`src/rtl/dac_stream_pkg.sv`:
```
// Shared types and arithmetic helpers for the streaming DAC output path.
// Helpers operate on 64-bit signed values; callers cast the result to their width.
package dac_stream_pkg;

    typedef enum logic [2:0] {
        SH_IDLE,
        SH_LOAD,
        SH_HIGH,
        SH_LOW,
        SH_GAP
    } sh_state_t;

    function automatic logic [63:0] midscale(input int w);
        return 64'd1 << (w - 1);
    endfunction

    function automatic logic signed [63:0] sat_signed(input logic signed [63:0] v, input int w);
        logic signed [63:0] hi;
        logic signed [63:0] lo;
        hi = (64'sd1 <<< (w - 1)) - 64'sd1;
        lo = -(64'sd1 <<< (w - 1));
        if (v > hi) begin
            return hi;
        end
        if (v < lo) begin
            return lo;
        end
        return v;
    endfunction

    function automatic logic signed [63:0] shift_sat(input logic signed [63:0] v,
                                                     input logic [2:0] sh, input int w);
        return sat_signed(v <<< sh, w);
    endfunction

endpackage

```
`src/rtl/dac_spi_shifter.sv`:
```
// One-deep pending word slot feeding an AD5662-style SPI frame generator.
// Frame: LOAD, then per bit HIGH/LOW of CLK_DIV cycles each, then a one-cycle GAP.
module dac_spi_shifter
    import dac_stream_pkg::*;
#(
    parameter int DW       = 16,
    parameter int PAD_BITS = 8,
    parameter int CLK_DIV  = 1
) (
    input  logic          dataclk,
    input  logic          reset,
    input  logic          word_valid,
    input  logic [DW-1:0] word,
    input  logic          overrun_clear,
    output logic          dac_sync,
    output logic          dac_sclk,
    output logic          dac_din,
    output logic          busy,
    output logic          overrun
);

    localparam int FW    = PAD_BITS + DW;
    localparam int DIV_W = (CLK_DIV > 1) ? $clog2(CLK_DIV) : 1;
    localparam int BIT_W = $clog2(FW + 1);
    localparam logic [DIV_W-1:0] DIV_LAST = DIV_W'(CLK_DIV - 1);
    localparam logic [BIT_W-1:0] BIT_LAST = BIT_W'(FW - 1);

    sh_state_t         state_q, state_d;
    logic [DIV_W-1:0]  div_q, div_d;
    logic [BIT_W-1:0]  bit_q, bit_d;
    logic [FW-1:0]     shreg_q, shreg_d;
    logic [DW-1:0]     pend_q, pend_d;
    logic              pend_full_q, pend_full_d;
    logic              overrun_q, overrun_d;
    logic              take;

    always_comb begin
        state_d     = state_q;
        div_d       = div_q;
        bit_d       = bit_q;
        shreg_d     = shreg_q;
        pend_d      = pend_q;
        pend_full_d = pend_full_q;
        overrun_d   = overrun_q;
        take        = (state_q == SH_LOAD);

        case (state_q)
            SH_IDLE: begin
                if (pend_full_q) begin
                    state_d = SH_LOAD;
                end
            end
            SH_LOAD: begin
                // Zero-extension supplies the leading pad bits.
                shreg_d = FW'(pend_q);
                bit_d   = '0;
                div_d   = '0;
                state_d = SH_HIGH;
            end
            SH_HIGH: begin
                if (div_q == DIV_LAST) begin
                    div_d   = '0;
                    state_d = SH_LOW;
                end else begin
                    div_d = div_q + DIV_W'(1);
                end
            end
            SH_LOW: begin
                if (div_q == DIV_LAST) begin
                    div_d = '0;
                    if (bit_q == BIT_LAST) begin
                        state_d = SH_GAP;
                    end else begin
                        bit_d   = bit_q + BIT_W'(1);
                        shreg_d = {shreg_q[FW-2:0], 1'b0};
                        state_d = SH_HIGH;
                    end
                end else begin
                    div_d = div_q + DIV_W'(1);
                end
            end
            SH_GAP: begin
                state_d = SH_IDLE;
            end
            default: begin
                state_d = SH_IDLE;
            end
        endcase

        // A write in the same cycle as the take refills the freed slot without loss.
        if (take) begin
            pend_full_d = 1'b0;
        end
        if (word_valid) begin
            pend_d      = word;
            pend_full_d = 1'b1;
        end
        if (overrun_clear) begin
            overrun_d = 1'b0;
        end
        if (word_valid && pend_full_q && !take) begin
            overrun_d = 1'b1;
        end
    end

    always_ff @(posedge dataclk) begin
        if (reset) begin
            state_q     <= SH_IDLE;
            div_q       <= '0;
            bit_q       <= '0;
            shreg_q     <= '0;
            pend_q      <= '0;
            pend_full_q <= 1'b0;
            overrun_q   <= 1'b0;
        end else begin
            state_q     <= state_d;
            div_q       <= div_d;
            bit_q       <= bit_d;
            shreg_q     <= shreg_d;
            pend_q      <= pend_d;
            pend_full_q <= pend_full_d;
            overrun_q   <= overrun_d;
        end
    end

    always_comb begin
        dac_sync = !((state_q == SH_LOAD) || (state_q == SH_HIGH) || (state_q == SH_LOW));
        dac_sclk = (state_q == SH_HIGH);
        dac_din  = ((state_q == SH_HIGH) || (state_q == SH_LOW)) ? shreg_q[FW-1] : 1'b0;
        busy     = (state_q != SH_IDLE);
        overrun  = overrun_q;
    end

endmodule

```
`src/rtl/dac_output_hpf_stream.sv`:
```
// Sample-strobed DAC path: reference subtract, one-pole HPF, dead-zone, gain,
// hysteretic threshold comparator, then a self-timed SPI DAC shifter.
module dac_output_hpf_stream
    import dac_stream_pkg::*;
#(
    parameter int DW       = 16,
    parameter int PAD_BITS = 8,
    parameter int CLK_DIV  = 1,
    parameter int COEF_W   = 16
) (
    input  logic              dataclk,
    input  logic              reset,
    input  logic              sample_valid,
    input  logic [DW-1:0]     sample_in,
    input  logic              software_reference_mode,
    input  logic [DW-1:0]     software_reference,
    input  logic              HPF_en,
    input  logic [COEF_W-1:0] HPF_coefficient,
    input  logic [6:0]        noise_suppress,
    input  logic [2:0]        gain,
    input  logic              DAC_en,
    input  logic [DW-1:0]     DAC_thrsh,
    input  logic              DAC_thrsh_pol,
    input  logic [DW-1:0]     DAC_thrsh_hyst,
    input  logic              overrun_clear,
    output logic              DAC_SYNC,
    output logic              DAC_SCLK,
    output logic              DAC_DIN,
    output logic              DAC_thrsh_out,
    output logic              busy,
    output logic              overrun
);

    localparam int SW = 2 * DW;
    localparam int PW = DW + COEF_W + 1;
    localparam logic [DW-1:0] MID = DW'(midscale(DW));

    logic signed [DW-1:0] x_q, x_d, x1_q, x1_d, x2_q, x2_d;
    logic signed [DW-1:0] diff_q, diff_d, diff2_q, diff2_d;
    logic signed [PW-1:0] prod_q, prod_d;
    logic signed [SW-1:0] hpf_q, hpf_d;
    logic                 v0_q, v0_d, v1_q, v1_d, v2_q, v2_d;
    logic                 thr_q, thr_d;

    logic signed [DW-1:0] smp_s, ref_s, y, scaled;
    logic signed [63:0]   dz, nz;
    logic [DW-1:0]        y_off, word;
    logic [DW:0]          thr_lo, thr_hi;
    logic                 word_valid;

    // S0 converts offset-binary to two's complement; S1/S2 form the filter error and product.
    always_comb begin
        smp_s = {~sample_in[DW-1], sample_in[DW-2:0]};
        ref_s = {~software_reference[DW-1], software_reference[DW-2:0]};
        v0_d  = sample_valid;
        x_d   = x_q;
        if (sample_valid) begin
            x_d = software_reference_mode ? DW'(sat_signed(64'(smp_s) - 64'(ref_s), DW)) : smp_s;
        end
        v1_d    = v0_q;
        x1_d    = x_q;
        diff_d  = DW'(sat_signed(64'(x_q) - 64'($signed(hpf_q[SW-1:DW])), DW));
        v2_d    = v1_q;
        x2_d    = x1_q;
        diff2_d = diff_q;
        prod_d  = PW'(diff_q) * PW'($signed({1'b0, HPF_coefficient}));
    end

    // S3: integrate, dead-zone, scale and hand the word to the shifter.
    always_comb begin
        hpf_d = hpf_q;
        if (v2_q) begin
            hpf_d = hpf_q + SW'(prod_q);
        end
        y  = HPF_en ? diff2_q : x2_q;
        nz = {53'd0, noise_suppress, 4'd0};
        dz = 64'(y);
        if (dz > 64'sd0) begin
            dz = dz - nz;
            if (dz < 64'sd0) begin
                dz = 64'sd0;
            end
        end else if (dz < 64'sd0) begin
            dz = dz + nz;
            if (dz > 64'sd0) begin
                dz = 64'sd0;
            end
        end
        scaled     = DW'(shift_sat(dz, gain, DW));
        word       = DAC_en ? {~scaled[DW-1], scaled[DW-2:0]} : MID;
        word_valid = v2_q;
    end

    // Comparator works on the unfiltered-by-dead-zone value in offset form.
    always_comb begin
        y_off  = {~y[DW-1], y[DW-2:0]};
        thr_lo = (DAC_thrsh >= DAC_thrsh_hyst) ? {1'b0, DAC_thrsh - DAC_thrsh_hyst} : '0;
        thr_hi = {1'b0, DAC_thrsh} + {1'b0, DAC_thrsh_hyst};
        if (thr_hi[DW]) begin
            thr_hi = {1'b0, {DW{1'b1}}};
        end
        thr_d = thr_q;
        if (!DAC_en) begin
            thr_d = 1'b0;
        end else if (v2_q) begin
            if (DAC_thrsh_pol) begin
                if (y_off >= DAC_thrsh) begin
                    thr_d = 1'b1;
                end else if ({1'b0, y_off} < thr_lo) begin
                    thr_d = 1'b0;
                end
            end else begin
                if (y_off <= DAC_thrsh) begin
                    thr_d = 1'b1;
                end else if ({1'b0, y_off} > thr_hi) begin
                    thr_d = 1'b0;
                end
            end
        end
    end

    always_ff @(posedge dataclk) begin
        if (reset) begin
            v0_q    <= 1'b0;
            v1_q    <= 1'b0;
            v2_q    <= 1'b0;
            x_q     <= '0;
            x1_q    <= '0;
            x2_q    <= '0;
            diff_q  <= '0;
            diff2_q <= '0;
            prod_q  <= '0;
            hpf_q   <= '0;
            thr_q   <= 1'b0;
        end else begin
            v0_q    <= v0_d;
            v1_q    <= v1_d;
            v2_q    <= v2_d;
            x_q     <= x_d;
            x1_q    <= x1_d;
            x2_q    <= x2_d;
            diff_q  <= diff_d;
            diff2_q <= diff2_d;
            prod_q  <= prod_d;
            hpf_q   <= hpf_d;
            thr_q   <= thr_d;
        end
    end

    assign DAC_thrsh_out = thr_q;

    dac_spi_shifter #(
        .DW       (DW),
        .PAD_BITS (PAD_BITS),
        .CLK_DIV  (CLK_DIV)
    ) u_shifter (
        .dataclk       (dataclk),
        .reset         (reset),
        .word_valid    (word_valid),
        .word          (word),
        .overrun_clear (overrun_clear),
        .dac_sync      (DAC_SYNC),
        .dac_sclk      (DAC_SCLK),
        .dac_din       (DAC_DIN),
        .busy          (busy),
        .overrun       (overrun)
    );

endmodule

```
`config.mk`:
```
export PLATFORM = sky130hd
export DESIGN_NAME = dac_output_hpf_stream
export DESIGN_NICKNAME = d
export VERILOG_FILES = /design/src/rtl/dac_stream_pkg.sv /design/src/rtl/dac_spi_shifter.sv /design/src/rtl/dac_output_hpf_stream.sv
export SDC_FILE = /design/constraint.sdc
export NUM_CORES = 1
export LEC_CHECK = 0
export BUFFER_PORTS_ARGS = -buffer_cell sky130_fd_sc_hd__buf_2
export CAP_MARGIN = 20
export CORE_MARGIN = 2
export CORE_UTILIZATION = 40
export DETAILED_ROUTE_END_ITERATION = 10
export SYNTH_ARGS = -nofsm -noshare
export SYNTH_HDL_FRONTEND = slang
export SYNTH_HIERARCHICAL = 1
export SYNTH_SLANG_ARGS = --single-unit
```
`constraint.sdc`:
```
create_clock -name dataclk -period 10.53 [get_ports dataclk]
set_input_delay 2.106 -clock dataclk [delete_from_list [all_inputs] [get_ports dataclk]]
set_output_delay 2.106 -clock dataclk [all_outputs]
set_load 0.1 [all_outputs]
```
Word level (Yosys, flattened, before mapping) --
Cells that the tools add are included.
Cells by class: add/sub/neg operators 9, multiply operators 1, div/mod/pow operators 0, magnitude comparators 15, equal/unequal tests 9, shifts and indexed selects 1, muxes and demuxes 55, bitwise logic cells 5, reductions and logical operators 19
Operator list (number):
- 2-to-1 mux 16 bit | 17
- 2-to-1 mux 64 bit | 4
- > comparator 64 x 16 -> 1 bit (second input constant) | 1
- < comparator 64 x 16 -> 1 bit (second input constant) | 1
- <<< shifter 64 x 3 -> 64 bit | 1
- 2-to-1 mux 24 bit | 2
- one-hot mux 24 bit (2 select lines) | 1
- > comparator 17 x 16 -> 1 bit (second input constant) | 2
- < comparator 17 x 16 -> 1 bit (second input constant) | 2
- subtractor 16 x 16 -> 17 bit | 2
- adder 32 bit | 1
- >= comparator 16 bit | 2
- multiplier 16 x 17 -> 32 bit | 1
- 2-to-1 mux 1 bit | 22
- adder 16 x 12 -> 17 bit | 1
- adder 16 x 16 -> 17 bit | 1
- > comparator 16 x 17 -> 1 bit | 1
- > comparator 17 x 1 -> 1 bit (second input constant) | 1
- < comparator 17 x 1 -> 1 bit (second input constant) | 1
- subtractor 16 x 12 -> 17 bit | 1
- > comparator 16 x 1 -> 1 bit (second input constant) | 1
- less-or-equal comparator 16 bit | 1
- < comparator 16 x 1 -> 1 bit (second input constant) | 1
- < comparator 16 bit | 1
- other kinds (23) | 45
Storage, ports and cells: bits in registers 199, latch bits 0, memory bits (writable) 0, bits in read-only memories 0, input bits 98, output and inout port bits 6, logic and storage cells 132, memories kept 0

Longest topological paths before layout --
word-level depth 14, gate-level depth with buffers 26, depth with buffers taken out 25

Cells and area by module --
The synthesis kept the hierarchy.
Modules (own cells, without submodules):
- dac_output_hpf_stream | times used 1, cells an instance 2552, area an instance 21269.1 um2, seq. area each 2962.8 um2
- dac_spi_shifter | times used 1, cells an instance 207, area an instance 2043.2 um2, seq. area each 1001.0 um2

Worst setup path after synthesis --
Ideal clock, no wire load.
path kind input port to flip-flop, start point input HPF_coefficient[4], end point register prod_q[29], setup time 0.128 ns, data arrival time 7.837 ns, required time 10.402 ns, setup slack 2.565 ns, stages on the path 23, buffers on the path 1, path through clkbuf_1 > nand2_1 > fa_1 > inv_1 > fa_1 > fa_1 > fa_1 > inv_1 > fa_1 > inv_1 > fa_1 > ha_1 > a21o_1 > a21o_1 > a21o_1 > a21oi_1 > o21bai_1 > a211oi_1 > a211oi_1 > or3_1 > a21oi_1 > xor2_1 > nor2_1
On the way: cells in the longest elaborated chain, start to end 1
RTL lines:
- from (decl) | line dac_output_hpf_stream.sv:18 | input logic [COEF_W-1:0] HPF_coefficient,
- multiplier 16 x 17 -> 32 bit | line dac_output_hpf_stream.sv:66 | prod_d = PW'(diff_q) * PW'($signed({1'b0, HPF_coefficient}));
- to (signal assigned) | line dac_output_hpf_stream.sv:144 | prod_q <= prod_d;
- to (decl) | line dac_output_hpf_stream.sv:40 | logic signed [PW-1:0] prod_q, prod_d;
No other way between the ends. A chain may end at the register's enable or synchronous reset.

Worst setup path in the final report --
start point input HPF_coefficient[3], end point register prod_q[29]
Same word-level chain as after synthesis.

==> PnR_summary.wiki <==
{| class="wikitable"
! Metric !! Value
|-
| Count of flip-flops with a built-in enable after synthesis || 0
|-
| Synth async-reset ratio || 0
|-
| Number of I/O pins || about 100
|-
| GR Util All Layers || 0.203
|-
| Global-route wire length before repair || approximately 99,000 microns
|-
| Placer's final routability congestion estimate || ~0.92
|-
| Nets@finish || roughly 3.3k
|-
| Syn Area/Cell || between 8 and 9 sq um
|-
| Master cell of the clock root buffer || clkbuf_16
|-
| Number of global-route vias before repair || just under 20k
|-
| Largest net degree at the start of global routing || 114
|-
| Leftover overflow at the end of global routing || 0
|-
| Fraction of final layout cells sized beyond drive strength 1 || 0.0747
|-
| WL per Instance || 16.9 microns
|-
| Number of standard cells after synthesis || approximately 2.8k
|-
| Number of max-slew violations in the final report || 0
|-
| Min setup slack post-route || roughly 2.5 ns
|-
| Insertion delay to the later sink of the worst-skew pair || 0.45 ns
|-
| Placement-stage worst setup slack || 2.07 ns
|-
| Maximum net fanout on the critical path || 16
|-
| Total CTS buffers || 17
|-
| Xor and xnor fraction of the mapped netlist area || 0.0387
|-
| Synthesis Warnings || 6
|-
| Vias after detailed routing || between 15k and 20k
|-
| Number of design rule violations left after detail routing || 0
|-
| Simple logic cell fraction of the synthesized area || 0.179
|-
| Chip Width || 245 microns
|-
| Count of endpoints failing setup in the final report || 0
|-
| PortBufs || 103
|-
| Setup total negative slack || 0 ns
|-
| Antenna-violating nets left || 0
|-
| Critical Path RT || between 10 and 15 ns
|-
| Synthesized Nets || 3,333
|-
| Total count of hold-check failures in the final report || 0
|-
| Floorplan die area || roughly 0.060 sq mm
|-
| Number of cells upsized or downsized after cts || 0
|-
| Min Tclk post-route || ~8 ns
|-
| Netlist Area Pre-Place || 0.0233 sq mm
|-
| Worst max-slew margin expressed relative to the limit || 0.306
|-
| Core area || a little under 0.06 sq mm
|-
| Via density || 5.40
|-
| Count of buffers added by post-CTS timing repair for setup || 0
|-
| Max-cap viol count || 0
|-
| Unrepaired setup endpoints after global routing || no
|-
| TritonCTS clock tree || yes
|-
| Status || completed
|-
| Starting density of the core || 0.404
|-
| Area delta synth->final || 7.22%
|-
| Startpoint type of the worst setup path || input port
|-
| Classification of the worst setup path || input port to flip-flop
|-
| Number of rows created at floorplan || 88
|-
| Synth Area in Adders || 0.323
|-
| Initial DRT Pass Iterations || 6
|-
| Worst clock skew on the final layout || approximately 0.014 ns
|-
| WP data arrival || 8.32 ns
|-
| Number of storage elements in the synthesis netlist || between 150 and 200
|-
| Deepest clock path buffer count || 2
|-
| Hold crit path type || flip-flop to flip-flop
|-
| Die H || around 250 microns
|-
| Number of standard cells in the final layout excluding fillers || approximately 3.6k
|-
| Number of clock sinks || 198
|-
| CTS H-tree depth || 4
|-
| Distinct cell type count after synthesis || approximately 110
|-
| Placed Instances || between 3k and 4k
|-
| Crit share post-route || 0.762
|-
| Share of cell area taken by muxes after synthesis || 0.0335
|-
| Filler cell count || roughly 5.7k
|-
| Number of hold buffers added after cts || 0
|-
| Most instantiated flip-flop cell in the synthesis netlist || dfxtp_1
|-
| Achievable clock frequency || between 0.1 and 0.15 GHz
|-
| Combinational family with the most area after synthesis || adder cells
|-
| Type of destination of the critical path || flip-flop
|-
| Drt total wl || between 60,000 and 70,000 microns
|-
| Antenna violations before repair || 2
|-
| Detail Placement HPWL || 47,600 microns
|-
| Number of design-rule violations left by the first detailed-router iteration || 1,111
|-
| Slew at the pin closest to its max-slew limit || about 1.0 ns
|-
| Fraction of the mapped netlist area in compound gates || 0.171
|-
| CTS clock-pin slew for the worst setup and hold paths || ~0.080 ns
|-
| Share of synthesized area occupied by flip-flops and latches || 0.170
|}
sequential cells by signal, summed over array words and instances (netlist names):
signal,count
x1_d,16
x2_q,16
diff2_d,16
u_shifter/pend_full_q,1
u_shifter/overrun,1
u_shifter/state_q,3
u_shifter/bit_q,5
v0_q,1
diff2_q,16
v1_q,1
u_shifter/shreg_q,24
hpf_q,32
prod_q,32
v2_q,1
DAC_thrsh_out,1
x1_q,16
u_shifter/pend_q,16
final cells by class:
class	instances	area, sq um	share of cell area
diodes	1	2.50	0.000100
clock buffers	17	425	0.0170
clock inverters	15	211	0.00846
inverters	391	1470	0.0587
multi-input cells	2052	17400	0.695
flip-flops and latches	198	3970	0.159
well taps	765	957	0.0383
repair buffers	113	597	0.0239
stage by stage:
step	cell area [sq um]	hold slack, ns	util
finish	25000	0.434	0.433
global route	25000	0.451	0.433
CTS	25000	0.444	0.433
detailed placement	24400	0.426	0.422
global placement	24400	0.424	0.422
floorplan	23300	0.414	-
cell families after synthesis:
kind of cell	Yosys count
compound gates	566
xor+xnor	103
fa+ha+maj	482
buf+inv	509
flops	198
mux	75
simple gates	826
synthesized netlist by cell type (14+ instances only):
library cell / number / area share
nor4_1: 14 / 0.0038
o31ai_1: 14 / 0.0045
a21oi_1: 134 / 0.029
ha_1: 275 / 0.15
clkbuf_1: 94 / 0.015
mux2i_1: 60 / 0.026
mux2_2: 14 / 0.0068
o21ai_0: 85 / 0.018
nor2_1: 182 / 0.029
a21o_1: 71 / 0.023
dfxtp_1: 198 / 0.17
nand4_1: 15 / 0.0040
nand3_1: 32 / 0.0069
or3_1: 14 / 0.0038
nor3_1: 37 / 0.0079
o21bai_1: 22 / 0.0071
xnor2_1: 73 / 0.027
nand2_1: 233 / 0.038
inv_1: 389 / 0.063
a211oi_1: 37 / 0.012
and3_1: 14 / 0.0038
a31oi_1: 23 / 0.0062
and2_1: 104 / 0.028
nor2b_1: 79 / 0.021
o21a_1: 20 / 0.0064
xor2_1: 30 / 0.011
nand2b_1: 43 / 0.012
fa_1: 201 / 0.17
layer usage:
| metal | vias up | GRT usage | share of wire |
|---|---|---|---|
| met5 | - | 0 | 0 |
| met4 | 0 | 0.0467 | 0.019 |
| met3 | 61 | 0.0172 | 0.037 |
| met2 | 392 | 0.355 | 0.49 |
| li1 | 9299 | - | - |
| met1 | 9418 | 0.271 | 0.46 |
worst max-delay path: stages:
cell,delay (ns)
buf_2,0.21
nand2b_1,0.21
fa_1,0.54
inv_1,0.05
fa_1,0.52
fa_1,0.53
fa_1,0.56
inv_1,0.06
fa_1,0.54
inv_1,0.06
fa_1,0.47
ha_1,0.37
a21o_1,0.21
a21o_1,0.17
a21o_1,0.18
a21oi_1,0.14
o21bai_1,0.11
a211oi_1,0.31
a211oi_1,0.17
or3_1,0.38
a21oi_1,0.20
xor2_1,0.16
nor2_1,0.05
path summary, 6_finish.rpt:
check | end | cells after the start | from | slack (ns)
setup reg to reg | prod_q[29] | 22 | diff2_d[8] | 3.41
setup / recovery | prod_q[29] | 23 | HPF_coefficient[3] | 2.50
hold / removal | x2_q[3] | 1 | x1_q[3] | 0.43
hold reg to reg | x2_q[3] | 1 | x1_q[3] | 0.43
layout by cell type (no fill, tap or decap), drive strengths merged, types with 15 or more instances in the layout:
master and instances:
nand3 32, nor3 39, clkbuf 17, fa 201, nand2 233, nand4 15
o21a 20, ha 275, o21bai 22, a21oi 136, mux2i 61, or2 16
nor2b 79, xor2 30, nor4 17, buf 113, o21ai 87, a211oi 40
a31oi 23, dfxtp 198, nor2 183, o31ai 15, and2 105, inv 392
o221a 15, o211ai 15, xnor2 73, a21o 71, nand2b 43
Power is left out: the tool's default activity adds up to more than one toggle a clock period on the data nets, which glitch-free logic cannot reach.
